--- src/rtl/uart_byte_rx_pkg.sv ---
// Shared definitions for the UART byte receiver: FSM encodings and default bit timing.
package uart_byte_rx_pkg;

  // 50 MHz system clock / 115200 baud
  localparam int DEFAULT_CLKS_PER_BIT = 434;

  typedef enum logic [1:0] {
    S_IDLE  = 2'd0,
    S_START = 2'd1,
    S_DATA  = 2'd2,
    S_STOP  = 2'd3
  } state_t;

endpackage

--- src/rtl/uart_byte_rx_sync_2ff.sv ---
// Two-flop synchroniser for one asynchronous input bit; the reset value is a
// parameter so idle-high lines (UART rx) and idle-low lines (buttons) both fit.
module sync_2ff #(
  parameter logic RST_VAL = 1'b1
) (
  input  logic i_clk,
  input  logic i_rst_n,
  input  logic i_d,
  output logic o_q
);

  logic meta_q, meta_d;
  logic sync_q, sync_d;

  // Next-state: plain shift through the two stages
  always_comb begin
    meta_d = i_d;
    sync_d = meta_q;
  end

  // Synchroniser registers, synchronous active-low reset to RST_VAL
  always_ff @(posedge i_clk) begin
    if (!i_rst_n) begin
      meta_q <= RST_VAL;
      sync_q <= RST_VAL;
    end else begin
      meta_q <= meta_d;
      sync_q <= sync_d;
    end
  end

  assign o_q = sync_q;

endmodule

--- src/rtl/uart_byte_rx.sv ---
// 8N1 UART receiver: synchronises the pin, validates the start bit at half-bit,
// samples the 8 data bits and the stop bit at mid-bit, and emits one-cycle
// o_rx_done / o_frame_err strobes.
//
// Handshake: o_rx_done is a one-cycle valid strobe with no ready; o_data is
// valid in the strobe cycle and held until the next good byte. The consumer
// must accept every strobe.
module uart_byte_rx
  import uart_byte_rx_pkg::*;
#(
  parameter int CLKS_PER_BIT = DEFAULT_CLKS_PER_BIT
) (
  input  logic       i_clk_sys,
  input  logic       i_rst_n,
  input  logic       i_rx,
  output logic [7:0] o_data,
  output logic       o_rx_done,
  output logic       o_frame_err,
  output logic       o_busy,
  output state_t     o_state
);

  localparam int HALF_BIT = CLKS_PER_BIT / 2;
  localparam int CW       = $clog2(CLKS_PER_BIT);
  localparam logic [CW-1:0] HALF_M1 = CW'(HALF_BIT - 1);
  localparam logic [CW-1:0] BIT_M1  = CW'(CLKS_PER_BIT - 1);

  logic          rx_s;
  logic          rx_d_q, rx_d_d;
  logic          fell;
  state_t        state_q, state_d;
  logic [CW-1:0] clk_cnt_q, clk_cnt_d;
  logic [2:0]    bit_idx_q, bit_idx_d;
  logic [7:0]    shift_q, shift_d;
  logic [7:0]    data_q, data_d;
  logic          done_q, done_d;
  logic          ferr_q, ferr_d;

  sync_2ff #(.RST_VAL(1'b1)) u_sync (
    .i_clk   (i_clk_sys),
    .i_rst_n (i_rst_n),
    .i_d     (i_rx),
    .o_q     (rx_s)
  );

  // A line held low produces no edge, so it cannot re-trigger the FSM
  assign fell = rx_d_q & ~rx_s;

  // Next-state and datapath: start validation, mid-bit sampling, stop check
  always_comb begin
    rx_d_d    = rx_s;
    state_d   = state_q;
    clk_cnt_d = clk_cnt_q;
    bit_idx_d = bit_idx_q;
    shift_d   = shift_q;
    data_d    = data_q;
    done_d    = 1'b0;
    ferr_d    = 1'b0;
    case (state_q)
      S_IDLE: begin
        clk_cnt_d = '0;
        bit_idx_d = '0;
        if (fell) state_d = S_START;
      end
      S_START: begin
        if (clk_cnt_q == HALF_M1) begin
          clk_cnt_d = '0;
          bit_idx_d = '0;
          // Still low at half-bit: genuine start; otherwise a glitch
          state_d   = rx_s ? S_IDLE : S_DATA;
        end else begin
          clk_cnt_d = clk_cnt_q + 1'b1;
        end
      end
      S_DATA: begin
        if (clk_cnt_q == BIT_M1) begin
          clk_cnt_d = '0;
          // LSB arrives first, so shift in from the MSB end
          shift_d   = {rx_s, shift_q[7:1]};
          if (bit_idx_q == 3'd7) begin
            bit_idx_d = '0;
            state_d   = S_STOP;
          end else begin
            bit_idx_d = bit_idx_q + 1'b1;
          end
        end else begin
          clk_cnt_d = clk_cnt_q + 1'b1;
        end
      end
      S_STOP: begin
        if (clk_cnt_q == BIT_M1) begin
          clk_cnt_d = '0;
          // Leaving at mid-stop-bit leaves room to catch a back-to-back start
          state_d   = S_IDLE;
          if (rx_s) begin
            data_d = shift_q;
            done_d = 1'b1;
          end else begin
            ferr_d = 1'b1;
          end
        end else begin
          clk_cnt_d = clk_cnt_q + 1'b1;
        end
      end
      default: state_d = S_IDLE;
    endcase
  end

  // State and datapath registers, synchronous active-low reset
  always_ff @(posedge i_clk_sys) begin
    if (!i_rst_n) begin
      rx_d_q    <= 1'b1;
      state_q   <= S_IDLE;
      clk_cnt_q <= '0;
      bit_idx_q <= '0;
      shift_q   <= '0;
      data_q    <= '0;
      done_q    <= 1'b0;
      ferr_q    <= 1'b0;
    end else begin
      rx_d_q    <= rx_d_d;
      state_q   <= state_d;
      clk_cnt_q <= clk_cnt_d;
      bit_idx_q <= bit_idx_d;
      shift_q   <= shift_d;
      data_q    <= data_d;
      done_q    <= done_d;
      ferr_q    <= ferr_d;
    end
  end

  assign o_data      = data_q;
  assign o_rx_done   = done_q;
  assign o_frame_err = ferr_q;
  assign o_busy      = (state_q != S_IDLE);
  assign o_state     = state_q;

endmodule

--- config.mk ---
export PLATFORM = sky130hd
export DESIGN_NAME = uart_byte_rx
export DESIGN_NICKNAME = d
export VERILOG_FILES = /design/src/rtl/uart_byte_rx_pkg.sv /design/src/rtl/uart_byte_rx_sync_2ff.sv /design/src/rtl/uart_byte_rx.sv
export SDC_FILE = /design/constraint.sdc
export NUM_CORES = 1
export LEC_CHECK = 0
export CAP_MARGIN = 30
export CORE_UTILIZATION = 50
export CTS_BUF_LIST = sky130_fd_sc_hd__clkbuf_16
export DETAILED_ROUTE_END_ITERATION = 10
export GPL_ROUTABILITY_DRIVEN = 0
export GPL_TIMING_DRIVEN = 1
export PLACE_DENSITY_LB_ADDON = 0.15
export RECOVER_POWER = 50
export SYNTH_ARGS = -nofsm -noshare
export SYNTH_HDL_FRONTEND = slang
export SYNTH_SLANG_ARGS = --single-unit
--- constraint.sdc ---
create_clock -name i_clk_sys -period 3.3 [get_ports i_clk_sys]
set_input_delay 0.495 -clock i_clk_sys [delete_from_list [all_inputs] [get_ports i_clk_sys]]
set_output_delay 0.495 -clock i_clk_sys [all_outputs]
set_load 0.005 [all_outputs]
* Word-level counts from Yosys, hierarchy flattened *
Index checks and enable logic that the tools add are counted.

storage, ports and cells
  memories = 0
  bits of input ports = 3
  output and inout port bits = 13
  RAM bits = 0
  bits in registers = 35
  word-level logic and storage cells = 50
  latch bits = 0
  bits in read-only memories = 0

cells by class
  $add $sub $neg = 2
  shift-type cells = 0
  multiply operators = 0
  div/mod/pow operators = 0
  muxes and demuxes = 16
  magnitude comparators = 0
  equal/unequal tests = 11
  bitwise logic cells = 2
  reductions and logical operators = 9

operator list
  kind                 count
  $pmux 9 s3           1
  $mux 9               2
  $mux 2               6
  $ne 2x2->1 const B   5
  $add 9x1->9 const B  1
  $eq 9x8->1 const B   1
  $eq 9x9->1 const B   1
  $mux 3               3
  $pmux 3 s3           1
  $reduce_and 3->1     3
  $pmux 2 s4           1
  $reduce_and 5->1     1
  $eq 2x2->1 const B   2
  $add 3x1->3 const B  1
  $eq 3x3->1 const B   1
  $reduce_bool 3->1    1
  $eq 2x1->1 const B   1
  $logic_not 2->1      1
  $mux 1               2
  $reduce_and 2->1     1
  $reduce_bool 2->1    1
  $reduce_or 2->1      1
  $and 1x1->1          1
  $not 1->1            1

* Logic depth before layout (Yosys ltp) *
  depth after elaboration = 4
  mapped depth = 7
  depth with buffers taken out = 6

* By module *
A second synthesis with hierarchy kept.

second synthesis, totals
  cells, all modules = 156
  area total of the unflattened synthesis = 1475.2 sq um

by module, submodules not included
  module        seq. area each (sq um)  instances  cells each  area each (sq um)
  uart_byte_rx  660.6                   1          152         1422.6
  sync_2ff      40.0                    1          4           52.6

* Least setup slack after synthesis *
OpenSTA, ideal clock, no wires.

  path kind = reg-to-reg
  from = reg clk_cnt_q[1]
  to = reg clk_cnt_q[7]
  stages on the path, launching flop included = 7
  setup slack = 1.756 ns
  period minus slack after synthesis = 1.544 ns
  library setup time = 0.072 ns
  path buffers = 0
  data required time = 3.228 ns
  arrival = 1.472 ns
  path through = dfxtp_1 inv_1 ha_1 and4bb_2 a21oi_1 o211ai_2 a21oi_1

on the way
  cells in the longest elaborated chain, start to end = 3
  elaborated cells on any way between the ends = 6
  classes of those cells = add/sub (1); eq/ne (2); mux (3)

ends and longest elaborated chain
  what                                       line                                                         text
  start, declared                            uart_byte_rx.sv:32                                           logic [CW-1:0] clk_cnt_q, clk_cnt_d;
  start signal, assigned                     uart_byte_rx.sv:123                                          clk_cnt_q <= clk_cnt_d;
  $add 9x1->9, or another cell as far along  uart_byte_rx.sv:72, uart_byte_rx.sv:87, uart_byte_rx.sv:102
  $mux 9 (on tied branches)                  uart_byte_rx.sv:76, uart_byte_rx.sv:91, uart_byte_rx.sv:66
  $pmux 9 s3 *                               uart_byte_rx.sv:59                                           case (state_q)

Every way passes the cells marked *; elsewhere a longest branch is shown, timed or not.
A chain may end at the register's enable or synchronous reset.

* Worst setup path in the final report *
  from = reg clk_cnt_q[0]
  to = reg bit_idx_q[0]

on the way
  cells in the longest elaborated chain, start to end = 3
  elaborated cells on any way between the ends = 5
  classes of those cells = eq/ne (4); reduce/logical (1)

ends and longest elaborated chain
  what                                      line                                    text
  $eq 9x9->1 or $eq 9x8->1 (tied branches)  uart_byte_rx.sv:76, uart_byte_rx.sv:66
  $ne 2x2->1 (no line)                      -
  $reduce_and 3->1 (no line) *              -
  end signal, assigned                      uart_byte_rx.sv:124                     bit_idx_q <= bit_idx_d;
  end, declared                             uart_byte_rx.sv:33                      logic [2:0] bit_idx_q, bit_idx_d;

Marks and branches as above.

==> flow_metrics.env <==
export IMPL_leakagePower_nw=0.733
export IMPL_whs_ns=0.403
export IMPL_ant_nets=0
export IMPL_ctsRootBufferMaster="clkbuf_16"
export IMPL_grt_pass1_vias=1020
export IMPL_post_cts_setup_buffers=0
export IMPL_synth_edf_count=0
export IMPL_skew_ns=0.00601
export IMPL_internal_power_mw=0.859
export IMPL_mostFrequentLayoutCells="35 x dfxtp_1, 29 x nor2_1, 16 x mux2i_1"
export IMPL_dieArea_sq_um=3180
export IMPL_seqPwrFrac_pct=41.3
export IMPL_finalSetupTns_ns=0
export IMPL_hold_viol_final=0
export IMPL_cts_buffers=5
export IMPL_cp_startpoint="clk_cnt_q[0]$_SDFF_PN0_"
export IMPL_path_class="register to register"
export IMPL_clk_pin_slew_worst_paths_ns=0.06
export IMPL_ys_seq_area_share_pct=47.4
export IMPL_finalCriticalPeriod_ns=2.19
export IMPL_dr_total_vias=1084
export IMPL_timing_rr_start="clk_cnt_q[0]$_SDFF_PN0_"
export IMPL_power_switching_mw=0.173
export IMPL_worst_pin_slew_ns=0.737
export IMPL_crit_family="buffers and inverters"
export IMPL_core_area_sq_um=2780
export IMPL_numPortBuffers=15
export IMPL_synthArstFlopShare_pct=0
export IMPL_postPlaceCellArea_sq_um=1660
export IMPL_critPathCaptureType="register"
export IMPL_arrival_ns=2.37
export IMPL_swShare_pct=16.8
export IMPL_cp_max_fo=11
export IMPL_drv_cap=0
export IMPL_wl_per_cell_microns=13.4
export IMPL_htree_levels=2
export IMPL_hp_class="register to register"
export IMPL_cp_buffers_inverters=1
export IMPL_dr_first_iter_drc_count=24
export IMPL_cts_tree="built"
export IMPL_cp_required_ns=3.48
export IMPL_syn_inst=147
export IMPL_p_comb_share_pct=1.2
export IMPL_syn2layout_area_growth_pct=23.7
export IMPL_setup_worst_path_start_class="register"
export IMPL_die_w_microns=56.4
export IMPL_yosysUniqueCellTypes=32
export IMPL_rows=19
export IMPL_fin_nets=175
export IMPL_die_height_microns=56.4
export IMPL_ios=16
export IMPL_status="finished, final reports clean"
export IMPL_antenna_cells=0
export IMPL_finish_instance_area_sq_um=1830
export IMPL_rsz0062_at_grt="no"
export IMPL_ys_warn_count=0
export IMPL_clockBufferDepth=2
export IMPL_clk_latency_ns=0.28
export IMPL_utilization_pct=65.7
export IMPL_clock_power_share_pct=57.5
export IMPL_wl_microns=2660
export IMPL_slew_headroom_pct=50.8
export IMPL_min_from="u_sync.meta_q$_SDFF_PN1_"
export IMPL_power_density_nw_per_um2=565
export IMPL_drive_gt1_share_pct=8.93
export IMPL_max_freq_mhz=457
export IMPL_postCtsHoldBufs=0
export IMPL_grt_pass1_wl_microns=4550
export IMPL_grt_ovfl_total=0
export IMPL_first_pass_iters=4
export IMPL_grt_usage_pct=18.8
export IMPL_fillers=217
export IMPL_antenna_found_initial=0
export IMPL_path_cells="ha_1 > nand4bb_1 > nor4_2 > clkbuf_1 > a21oi_1 > a311oi_1"
export IMPL_final_max_slew_viol_count=0
export IMPL_finalCritPeriodShare_pct=66.3
export IMPL_cpPeakStageDelay_ns=0.59
export IMPL_route_detailed_drc=0
export IMPL_avgSynthCellArea_sq_um=10.1
export IMPL_vias_per_cell=5.45
export IMPL_slowest_stage="clkbuf_1"
export IMPL_yosys_register_bits=35
export IMPL_syn_area_sq_um=1480
export IMPL_vdd_drop_max_uv=575
export IMPL_total_power_mw=1.03
export IMPL_start_util_pct=53.1
export IMPL_cts_sinks=35
export IMPL_final_common_cell="dfxtp_1"
export IMPL_postCtsResizedCells=0
export IMPL_finalSetupViolCount=0
export IMPL_synth_flop_cell="dfxtp_1"
export IMPL_synth_nets=155
export IMPL_grt_max_degree=23
export IMPL_dp_final_hpwl_microns=1800
[synth_stat cells, types with 4 or more instances]
| library cell | count | area (sq um) |
|---|---|---|
| a21oi_1 | 6 | 30.0 |
| dfxtp_1 | 35 | 701 |
| ha_1 | 5 | 62.6 |
| inv_1 | 8 | 30.0 |
| mux2i_1 | 16 | 160 |
| nand2_1 | 4 | 15.0 |
| nand2b_1 | 4 | 25.0 |
| nand3_1 | 5 | 25.0 |
| nor2_1 | 29 | 109 |
| xnor2_1 | 4 | 35.0 |
[final timing paths]
path	end	slack [ns]	cells after the start
max	bit_idx_q[0]$_SDFFE_PN0P_	1.11	6
min reg2reg	u_sync.o_q$_SDFF_PN1_	0.40	1
min	u_sync.o_q$_SDFF_PN1_	0.40	1
max reg2reg	bit_idx_q[0]$_SDFFE_PN0P_	1.11	6
[layer usage]
metal,global-route usage [%],share of wire (%)
met1,22.7,50
met2,29.8,45
met3,8.29,4.1
met4,6.27,1.3
met5,0,0
[sequential cells by signal, summed over array words and instances, names as in the netlist, named ones only]
signal and cells:
u_sync.meta_q 1, u_sync.o_q 1, o_frame_err 1, o_data 8, bit_idx_q 3, o_rx_done 1
o_state 1, shift_q 8, rx_d_q 1, clk_cnt_q 9
[final cells by class]
cell class              instances  area [sq um]  share of cell area (%)
repair buffers                 16           154                    8.42
clock inverters                 3          63.8                    3.49
flip-flops and latches         35           701                    38.3
inverters                       8          30.0                    1.64
clock buffers                   5           125                    6.84
well taps                      31          38.8                    2.12
multi-input cells             101           716                    39.2
[cell families after synthesis]
logic type | share of synthesized area (%)
DFF | 47.4
buffers and inverters | 3.05
adders and majority gates | 4.23
muxes | 10.8
AOI/OAI and AO/OA | 7.62
and+or+nand+nor | 23.3
xor gates and xnor gates | 3.56
[metrics by stage]
stage | setup slack [ns] | cells
2_1_floorplan | 1.76 | 147
3_3_place_gp | 1.51 | 191
3_5_place_dp | 1.49 | 191
4_1_cts | 1.34 | 199
5_1_grt | 0.957 | 199
6_report | 1.11 | 199
[power groups by stage]
stage | combinational, mW | sequential, mW | clock, mW
5_1_grt | 0.0136 | 0.426 | 0.619
3_5_place_dp | 0.0126 | 0.435 | 0
2_1_floorplan | 0.00724 | 0.435 | 0
3_3_place_gp | 0.0123 | 0.435 | 0
4_1_cts | 0.0126 | 0.426 | 0.601
6_report | 0.0121 | 0.427 | 0.594
Power figures use the tool's default switching activity.
